$ cat src/rtl/bus_interface_if.sv
// Memory-side handshake bundle: request/write-enable/address/data out,
// read data and ready back from the memory.
interface bus_interface_if;
    logic        req;
    logic        we;
    logic [15:0] addr;
    logic [15:0] wdata;
    logic [15:0] rdata;
    logic        ready;

    modport master (output req, we, addr, wdata, input rdata, ready);
    modport slave  (input req, we, addr, wdata, output rdata, ready);
endinterface

$ cat src/rtl/bus_interface.sv
// Processor bus interface: AR/MDR/IR registers, a single outstanding memory
// access with wait-state timeout, and sticky error reporting.
module bus_interface #(
    parameter int TIMEOUT = 255
) (
    input  logic                    clk,
    input  logic                    reset,
    input  logic                    step,
    input  logic [1:0]              rec,
    input  logic                    wr,
    input  logic [15:0]             alu_out,
    input  logic [15:0]             wdata,
    bus_interface_if.master         mem,
    output logic [15:0]             ir,
    output logic [15:0]             mdr,
    output logic [15:0]             ar,
    output logic                    busy,
    output logic                    bus_err
);
    localparam logic [1:0] IDLE  = 2'd0;
    localparam logic [1:0] READ  = 2'd1;
    localparam logic [1:0] WRITE = 2'd2;
    localparam logic [1:0] ERR   = 2'd3;

    localparam int WW = (TIMEOUT < 2) ? 1 : $clog2(TIMEOUT + 1);
    localparam logic [WW-1:0] WAIT_LAST = WW'(TIMEOUT - 1);

    logic [1:0]    state_q, state_d;
    logic [15:0]   ar_q, ar_d;
    logic [15:0]   mdr_q, mdr_d;
    logic [15:0]   ir_q, ir_d;
    logic [15:0]   wdata_q, wdata_d;
    logic [WW-1:0] wait_q, wait_d;
    logic          wr_pend_q, wr_pend_d;
    logic          err_q, err_d;
    logic          overrun_q, overrun_d;

    logic accept;
    logic launch;

    // IDLE and ERR both accept a fresh step; only READ/WRITE count as busy.
    assign accept = step && (state_q == IDLE || state_q == ERR);
    assign launch = accept && (rec[0] || !wr);

    always_comb begin
        state_d   = state_q;
        ar_d      = ar_q;
        mdr_d     = mdr_q;
        ir_d      = ir_q;
        wdata_d   = wdata_q;
        wait_d    = wait_q;
        wr_pend_d = wr_pend_q;
        err_d     = err_q;
        overrun_d = overrun_q;

        case (state_q)
            IDLE, ERR: begin
                if (accept) begin
                    state_d = IDLE;
                    wait_d  = '0;
                    if (rec == 2'b10) ir_d = mdr_q;
                    if (!wr) wdata_d = wdata;
                    if (rec[0]) begin
                        ar_d      = alu_out;
                        state_d   = READ;
                        wr_pend_d = !wr;
                    end else if (!wr) begin
                        state_d = WRITE;
                    end
                end
            end
            READ, WRITE: begin
                if (step) overrun_d = 1'b1;
                if (mem.ready) begin
                    wait_d = '0;
                    if (state_q == READ) begin
                        mdr_d     = mem.rdata;
                        // a write launched with the read follows back-to-back
                        state_d   = wr_pend_q ? WRITE : IDLE;
                        wr_pend_d = 1'b0;
                    end else begin
                        state_d = IDLE;
                    end
                end else if (wait_q == WAIT_LAST) begin
                    wait_d    = '0;
                    state_d   = ERR;
                    err_d     = 1'b1;
                    wr_pend_d = 1'b0;
                end else begin
                    wait_d = wait_q + 1'b1;
                end
            end
            default: state_d = IDLE;
        endcase
    end

    always_ff @(posedge clk or posedge reset) begin
        if (reset) begin
            state_q   <= IDLE;
            ar_q      <= '0;
            mdr_q     <= '0;
            ir_q      <= '0;
            wdata_q   <= '0;
            wait_q    <= '0;
            wr_pend_q <= 1'b0;
            err_q     <= 1'b0;
            overrun_q <= 1'b0;
        end else begin
            state_q   <= state_d;
            ar_q      <= ar_d;
            mdr_q     <= mdr_d;
            ir_q      <= ir_d;
            wdata_q   <= wdata_d;
            wait_q    <= wait_d;
            wr_pend_q <= wr_pend_d;
            err_q     <= err_d;
            overrun_q <= overrun_d;
        end
    end

    // Request decoded from state so reset kills it without waiting for a clock.
    assign mem.req   = (state_q == READ) || (state_q == WRITE);
    assign mem.we    = (state_q == WRITE);
    assign mem.addr  = ar_q;
    assign mem.wdata = wdata_q;

    assign ir      = ir_q;
    assign mdr     = mdr_q;
    assign ar      = ar_q;
    assign busy    = mem.req || launch;
    assign bus_err = err_q || overrun_q;
endmodule

$ cat src/flat_wrapper.sv
// flat-port wrapper written by rule: the top's interface ports become plain ports
module bus_interface_flat 
#(
    parameter int TIMEOUT = 255
)
  (clk, reset, step, rec, wr, alu_out, wdata, ir, mdr, ar, busy, bus_err, mem_req, mem_we, mem_addr, mem_wdata, mem_rdata, mem_ready);
  bus_interface_if mem_i ();
  input  logic clk;
  input  logic reset;
  input  logic step;
  input  logic [1:0] rec;
  input  logic wr;
  input  logic [15:0] alu_out;
  input  logic [15:0] wdata;
  output logic [15:0] ir;
  output logic [15:0] mdr;
  output logic [15:0] ar;
  output logic busy;
  output logic bus_err;
  output wire logic [$bits(mem_i.req)-1:0] mem_req;
  output wire logic [$bits(mem_i.we)-1:0] mem_we;
  output wire logic [$bits(mem_i.addr)-1:0] mem_addr;
  output wire logic [$bits(mem_i.wdata)-1:0] mem_wdata;
  input wire logic [$bits(mem_i.rdata)-1:0] mem_rdata;
  input wire logic [$bits(mem_i.ready)-1:0] mem_ready;
  assign mem_req = mem_i.req;
  assign mem_we = mem_i.we;
  assign mem_addr = mem_i.addr;
  assign mem_wdata = mem_i.wdata;
  assign mem_i.rdata = mem_rdata;
  assign mem_i.ready = mem_ready;
  bus_interface #(.TIMEOUT(TIMEOUT)) u_core (.clk(clk), .reset(reset), .step(step), .rec(rec), .wr(wr), .alu_out(alu_out), .wdata(wdata), .mem(mem_i), .ir(ir), .mdr(mdr), .ar(ar), .busy(busy), .bus_err(bus_err));
endmodule
$ cat config.mk
export PLATFORM = sky130hd
export DESIGN_NAME = bus_interface_flat
export DESIGN_NICKNAME = d
export VERILOG_FILES = /design/src/rtl/bus_interface_if.sv /design/src/rtl/bus_interface.sv /design/src/flat_wrapper.sv
export SDC_FILE = /design/constraint.sdc
export NUM_CORES = 1
export LEC_CHECK = 0
export ABC_CLOCK_PERIOD_IN_PS = 4600
export CAP_MARGIN = 0
export CORE_UTILIZATION = 30
export DETAILED_ROUTE_END_ITERATION = 7
export PLACE_DENSITY = 0.71
export SYNTH_ARGS = -nofsm -noshare
export SYNTH_HDL_FRONTEND = slang
export SYNTH_SLANG_ARGS = --single-unit
$ cat constraint.sdc
create_clock -name clk -period 4.6 [get_ports clk]
set_input_delay 0.69 -clock clk [delete_from_list [all_inputs] [get_ports clk]]
set_output_delay 0.69 -clock clk [all_outputs]
set_load 0.01 [all_outputs]
==> results.toml, run 1 <==
[cts]
insertion_delay_ps = 350
cts_tree = "built"
cts_buffers = 9
root_buffer = "clkbuf_8"
cts_sinks = 77
cts.path.max_buffers = 2
cts_hold_buf = 0
cts_resized = 0
cts_setup_buffers = 0
cts.clk_slew.worst_paths_ps = 80
htreeDepth = 3

[global_routing]
grt_use_total_pct = 13.3
grt_antenna_before_repair = 0
grt_max_degree = 51
grt_pass1_wl_microns = 11600
grt_pass1_vias = 2413
grt_remaining_overflow = 0

[sta]
rsz0062_at_grt = "no"
fin_tns_setup_ps = 0
fin_ws_ps = 1800
fin_skew_ps = 15.9
hold_viol = 0
fmax_ghz = 0.357
min_period_ps = 2800
worst_pin_slew_ps = 874
maxSlewViolCount = 0
slew_headroom_pct = 41.7
setup_viol = 0
fin_crit_sh_pct = 61.0

[synth]
ys_warn_count = 0
synth_seq_area_share_pct = 59.6
synth_cells = 229
synth.distinct_cells = 31
synthesis.area_sq_um = 3230
synth-seq-cells = 77
synth_nets = 288
avgSynthCellArea_sq_um = 14.1

[routing]
viasPerCell = 4.57
routed_wl_microns = 7090
drtIter0Drc = 59
ant_nets = 0
vias = 2271
post_drt_wl_per_cell_microns = 14.3
drt_pass1_iterations = 4
drc = 0

[critical_path]
cp.buffers_inverters = 2
crit_chain = "clkdlybuf4s50_1 -> o21ai_0 -> nand2_1 -> clkdlybuf4s50_1"
critical_path.max_stage_delay_ps = 670
worst_path_max_delay_cell = "clkdlybuf4s50_1"
required_ps = 3910
worstRegToRegCells = 4
startpoint = "step"
arrival_ps = 2110
cpLargestDelayFamily = "buffers and inverters"
critPathKind = "in -> out"
worstSetupEndpointType = "primary output"
r2r-start = "u_core.state_q[0]$_DFFE_PP0P_"
rrSetupSlack_ps = 2410
start_kind = "input pin"
reg2reg_to = "u_core.ir[13]$_DFFE_PP0P_"
cp_common_cell = "clkdlybuf4s50_1"
crit_fanout = 7

[floorplanning]
dieArea_sq_um = 11200
start_util_pct = 31.2
coreArea_sq_um = 10400
pin_count = 139
num_rows = 37
dieWidth_microns = 106
dieHeight_microns = 106

[power]
power_frac_clock_pct = 16.0
p_leak_nw = 2.01
combinationalPowerShare_pct = 48.4
p_switching_w = 0.00107
intPower_w = 0.00225
p_per_area_nw_per_um2 = 687
peakVddDrop_mv = 0.264
pwr-share-seq_pct = 35.6
swShare_pct = 32.3

[placed_design]
io_buffers = 138
hpwl_microns = 5170
post-place-ws_ps = 1800
gp_congestion = 0.775
dpl_cell_area_sq_um = 4620

[min_path]
hp-start = "u_core.overrun_q$_DFFE_PP0P_"
hp-class = "reg -> reg"
whs_endpoint = "u_core.overrun_q$_DFFE_PP0P_"
holdPathStages = 1

[cells_and_area]
area_delta_synth_final_pct = 49.4
final_common_cell = "clkdlybuf4s50_1"
fin_area_sq_um = 4830
final_cell_mix = "clkdlybuf4s50_1 (138), dfrtp_1 (77), mux2_2 (64)"
drive_gt1_share_pct = 24.1
nets = 415
diodes = 0

[outcome]
status = "complete, no violations"

[job]
maxCapViolCount = 0
-- cell type report --
cell class,count,area [sq um]
multi-input combinational,122,1110
timing repair buffer,139,1390
sequential,77,1930
inverter,7,27.5
fill,949,5540
clock buffer,10,138
tap,136,170
clock inverter,6,71.3
-- synthesized netlist by cell type, drive strengths merged --
master   instances  share of area [%]
mux2            64                 22
inv              7               0.81
nor2             9                1.1
o2bb2ai          1               0.27
a211oi           1               0.23
xnor2            2               0.54
xor2             4                1.1
nand4            3               0.58
or2              1               0.19
buf             23                5.3
nor3             1               0.15
o21ai            4               0.62
nand2            9                1.0
o31ai            1               0.23
and4             1               0.27
dfrtp           77                 60
o211ai           3               0.70
nand3            5                1.3
and4b            1               0.31
nand4b           1               0.46
ha               4                1.5
nor2b            2               0.39
nor4             1               0.19
a21oi            2               0.31
nand2b           1               0.19
a21o             1               0.23
-- metal layers --
layer | wire length [microns] | vias to the layer above | global-route usage (%) | part of all wire [%]
met5 | 0 | - | 0 | 0
met4 | 93 | 0 | 5.85 | 1.3
met3 | 635 | 8 | 4.45 | 9.0
met2 | 3410 | 105 | 22.0 | 48
met1 | 2950 | 1123 | 15.6 | 42
li1 | - | 1035 | - | -
-- power groups by stage --
stage	combinational (W)	sequential (W)	clock, W
final	0.00161	0.00118	0.000531
after global routing	0.00172	0.00123	0.000578
after CTS	0.00163	0.00119	0.000552
after detailed placement	0.00163	0.00120	0
after global placement	0.00160	0.00118	0
after floorplan	0.000701	0.00131	0
-- registers in the layout (all words and copies together) (netlist names) --
register / count
u_core.state_q: 2
u_core.ar: 16
u_core.wait_q: 8
u_core.wr_pend_q: 1
u_core.mdr: 16
u_core.overrun_q: 1
u_core.mem.wdata: 16
u_core.ir: 16
u_core.err_q: 1
-- cell families after synthesis --
family | Yosys count | synth area share (%)
flops | 77 | 59.6
fa+ha+maj | 4 | 1.55
mux | 64 | 22.3
buf+inv | 30 | 6.11
compound gates | 13 | 2.59
simple gates | 35 | 6.23
xor+xnor | 6 | 1.63
-- worst max-delay path by stage --
stage                               endpoint  slack (ps)  depth (start not counted)
finish                                  busy        1800                          4
global route                            busy        1760                          4
CTS                                     busy        1790                          4
detailed placement                      busy        1800                          4
global placement                        busy        1810                          4
floorplan           u_core.ar[0]$_DFFE_PP0P_        1940                          1
-- metrics by stage --
step	util [%]	power, W	hold slack (ps)	std cells
after global placement	44.6	0.00278	437	481
after CTS	46.6	0.00337	464	497
after floorplan	-	0.00201	420	229
after global routing	46.6	0.00353	485	497
final	46.6	0.00332	462	497
after detailed placement	44.6	0.00283	446	481
Power figures use the tool's default switching activity.
==> run 2: changes to the inputs <==
ABC_CLOCK_PERIOD_IN_PS = 2350   (was 4600)
PLACE_DENSITY = 0.73   (was 0.71)
clock period = 2.35 ns   (was 4.6 ns; I/O delays follow)
==> run 2 against run 1 <==
Effect of this change: clock-buffer cell count up 1; via count decreased by 3.0%; global-route usage down 0.43 points; sequential cell count stayed put; sequential power grew 97%; worst hold slack got worse by 110 ps; critical path depth is the same; clock power up 65%; largest power group unchanged; highest routed layer unchanged.
==> results.toml, run 2 (synthesis gave the netlist of run 1 again) <==
[cts]
cts_hold_buf = 0
cts_sinks = 77
cts_resized = 1
cts_setup_buffers = 0
cts.path.max_buffers = 2
root_buffer = "clkbuf_8"
cts.clk_slew.worst_paths_ps = 80
insertion_delay_ps = 350
cts_tree = "built"
htreeDepth = 3
cts_buffers = 9

[critical_path]
arrival_ps = 1890
start_kind = "register"
critPathKind = "reg -> out"
worstSetupEndpointType = "primary output"
crit_fanout = 14
required_ps = 2000

[outcome]
status = "complete, no violations"

[routing]
drt_pass1_iterations = 4
viasPerCell = 4.41
wl_met2_microns = 3040
ant_nets = 0
m1WireLength_microns = 2940
post_drt_wl_per_cell_microns = 13.5
routed_wl_microns = 6760
drc = 0
top_layer = "met4"
met3_length_microns = 694
drtIter0Drc = 42
vias = 2204

[job]
maxCapViolCount = 0

[sta]
fin_crit_sh_pct = 95.3
setup_viol = 0
hold_viol = 0
min_period_ps = 2240
maxSlewViolCount = 0
fin_skew_ps = 6.85
rsz0062_at_grt = "no"
fin_tns_setup_ps = 0
worst_pin_slew_ps = 748
fmax_ghz = 0.446
slew_headroom_pct = 50.1

[global_routing]
grt_remaining_overflow = 0
grt_use_total_pct = 12.9
grt_pass1_vias = 2315
grt_max_degree = 49
grt_pass1_wl_microns = 11300
grt_antenna_before_repair = 0

[cells_and_area]
multiInputGateArea_sq_um = 1110
final_cell_mix = "clkdlybuf4s50_1 (138), dfrtp_1 (77), mux2_2 (64)"
nets = 418
diodes = 0
drive_gt1_share_pct = 24.5
fin_util_pct = 46.6
area_delta_synth_final_pct = 49.3
fillCellCount = 957
final_common_cell = "clkdlybuf4s50_1"
ff_latch_area_sq_um = 1930

[floorplanning]
start_util_pct = 31.2
coreArea_sq_um = 10400
pin_count = 139
dieArea_sq_um = 11200
dieWidth_microns = 106
dieHeight_microns = 106
num_rows = 37

[placed_design]
io_buffers = 138
hpwl_microns = 4840
gp_congestion = 0.743

[min_path]
hp-class = "in -> async"

[power]
p_per_area_nw_per_um2 = 1320
p_leak_nw = 2.01
peakVddDrop_mv = 0.540
==> run 2: critical path, cell delays in order, from the launching register on <==
cell and delay, ps:
dfrtp_1 390, inv_1 60, ha_2 490, inv_1 100
clkdlybuf4s50_1 490
==> run 2: stage by stage <==
stage	setup slack, ps	total power, W	cells	cell area [sq um]	hold slack, ps
finish	110	0.00635	500	4830	347
CTS	92.5	0.00645	500	4830	355
global route	6.58	0.00679	500	4830	374
global placement	213	0.00544	484	4660	438
floorplan	30.8	0.00393	229	3230	420
detailed placement	133	0.00553	484	4660	440
==> run 2: path summary, 6_finish.rpt <==
kind                                               start                            end  slack, ps  depth (start not counted)
min reg2reg                 u_core.overrun_q$_DFFE_PP0P_   u_core.overrun_q$_DFFE_PP0P_        450                          1
max                        u_core.state_q[0]$_DFFE_PP0P_                        mem_req        110                          4
min in group clk            u_core.overrun_q$_DFFE_PP0P_   u_core.overrun_q$_DFFE_PP0P_        450                          1
min                                                reset       u_core.ar[9]$_DFFE_PP0P_        350                          2
max reg2reg                u_core.state_q[0]$_DFFE_PP0P_  u_core.state_q[1]$_DFFE_PP0P_        280                          6
max in group asynchronous                          reset      u_core.ir[15]$_DFFE_PP0P_       1380                          3
==> run 2: area by class of cell <==
cell class,count,share of cell area [%]
multi-input cells,122,23.0
clock inverters,5,0.777
well taps,136,3.52
flip-flops and latches,77,39.9
inverters,7,0.570
clock buffers,11,2.72
repair buffers,142,29.5
==> run 2: layer usage <==
metal | global-route usage, % | up-vias
met4 | 4.76 | 0
met5 | 0 | -
met2 | 19.9 | 104
li1 | - | 1034
met1 | 15.9 | 1058
met3 | 5.44 | 8
==> run 2: power breakdown <==
part / total [W] / switching (W) / leakage [nW] / internal [W]
Sequential: 0.00232 / 0.000382 / 0.925 / 0.00193
Clock: 0.000878 / 0.000492 / 0.0795 / 0.000386
Combinational: 0.00316 / 0.00119 / 1.00 / 0.00196
Total: 0.00635 / 0.00207 / 2.01 / 0.00428
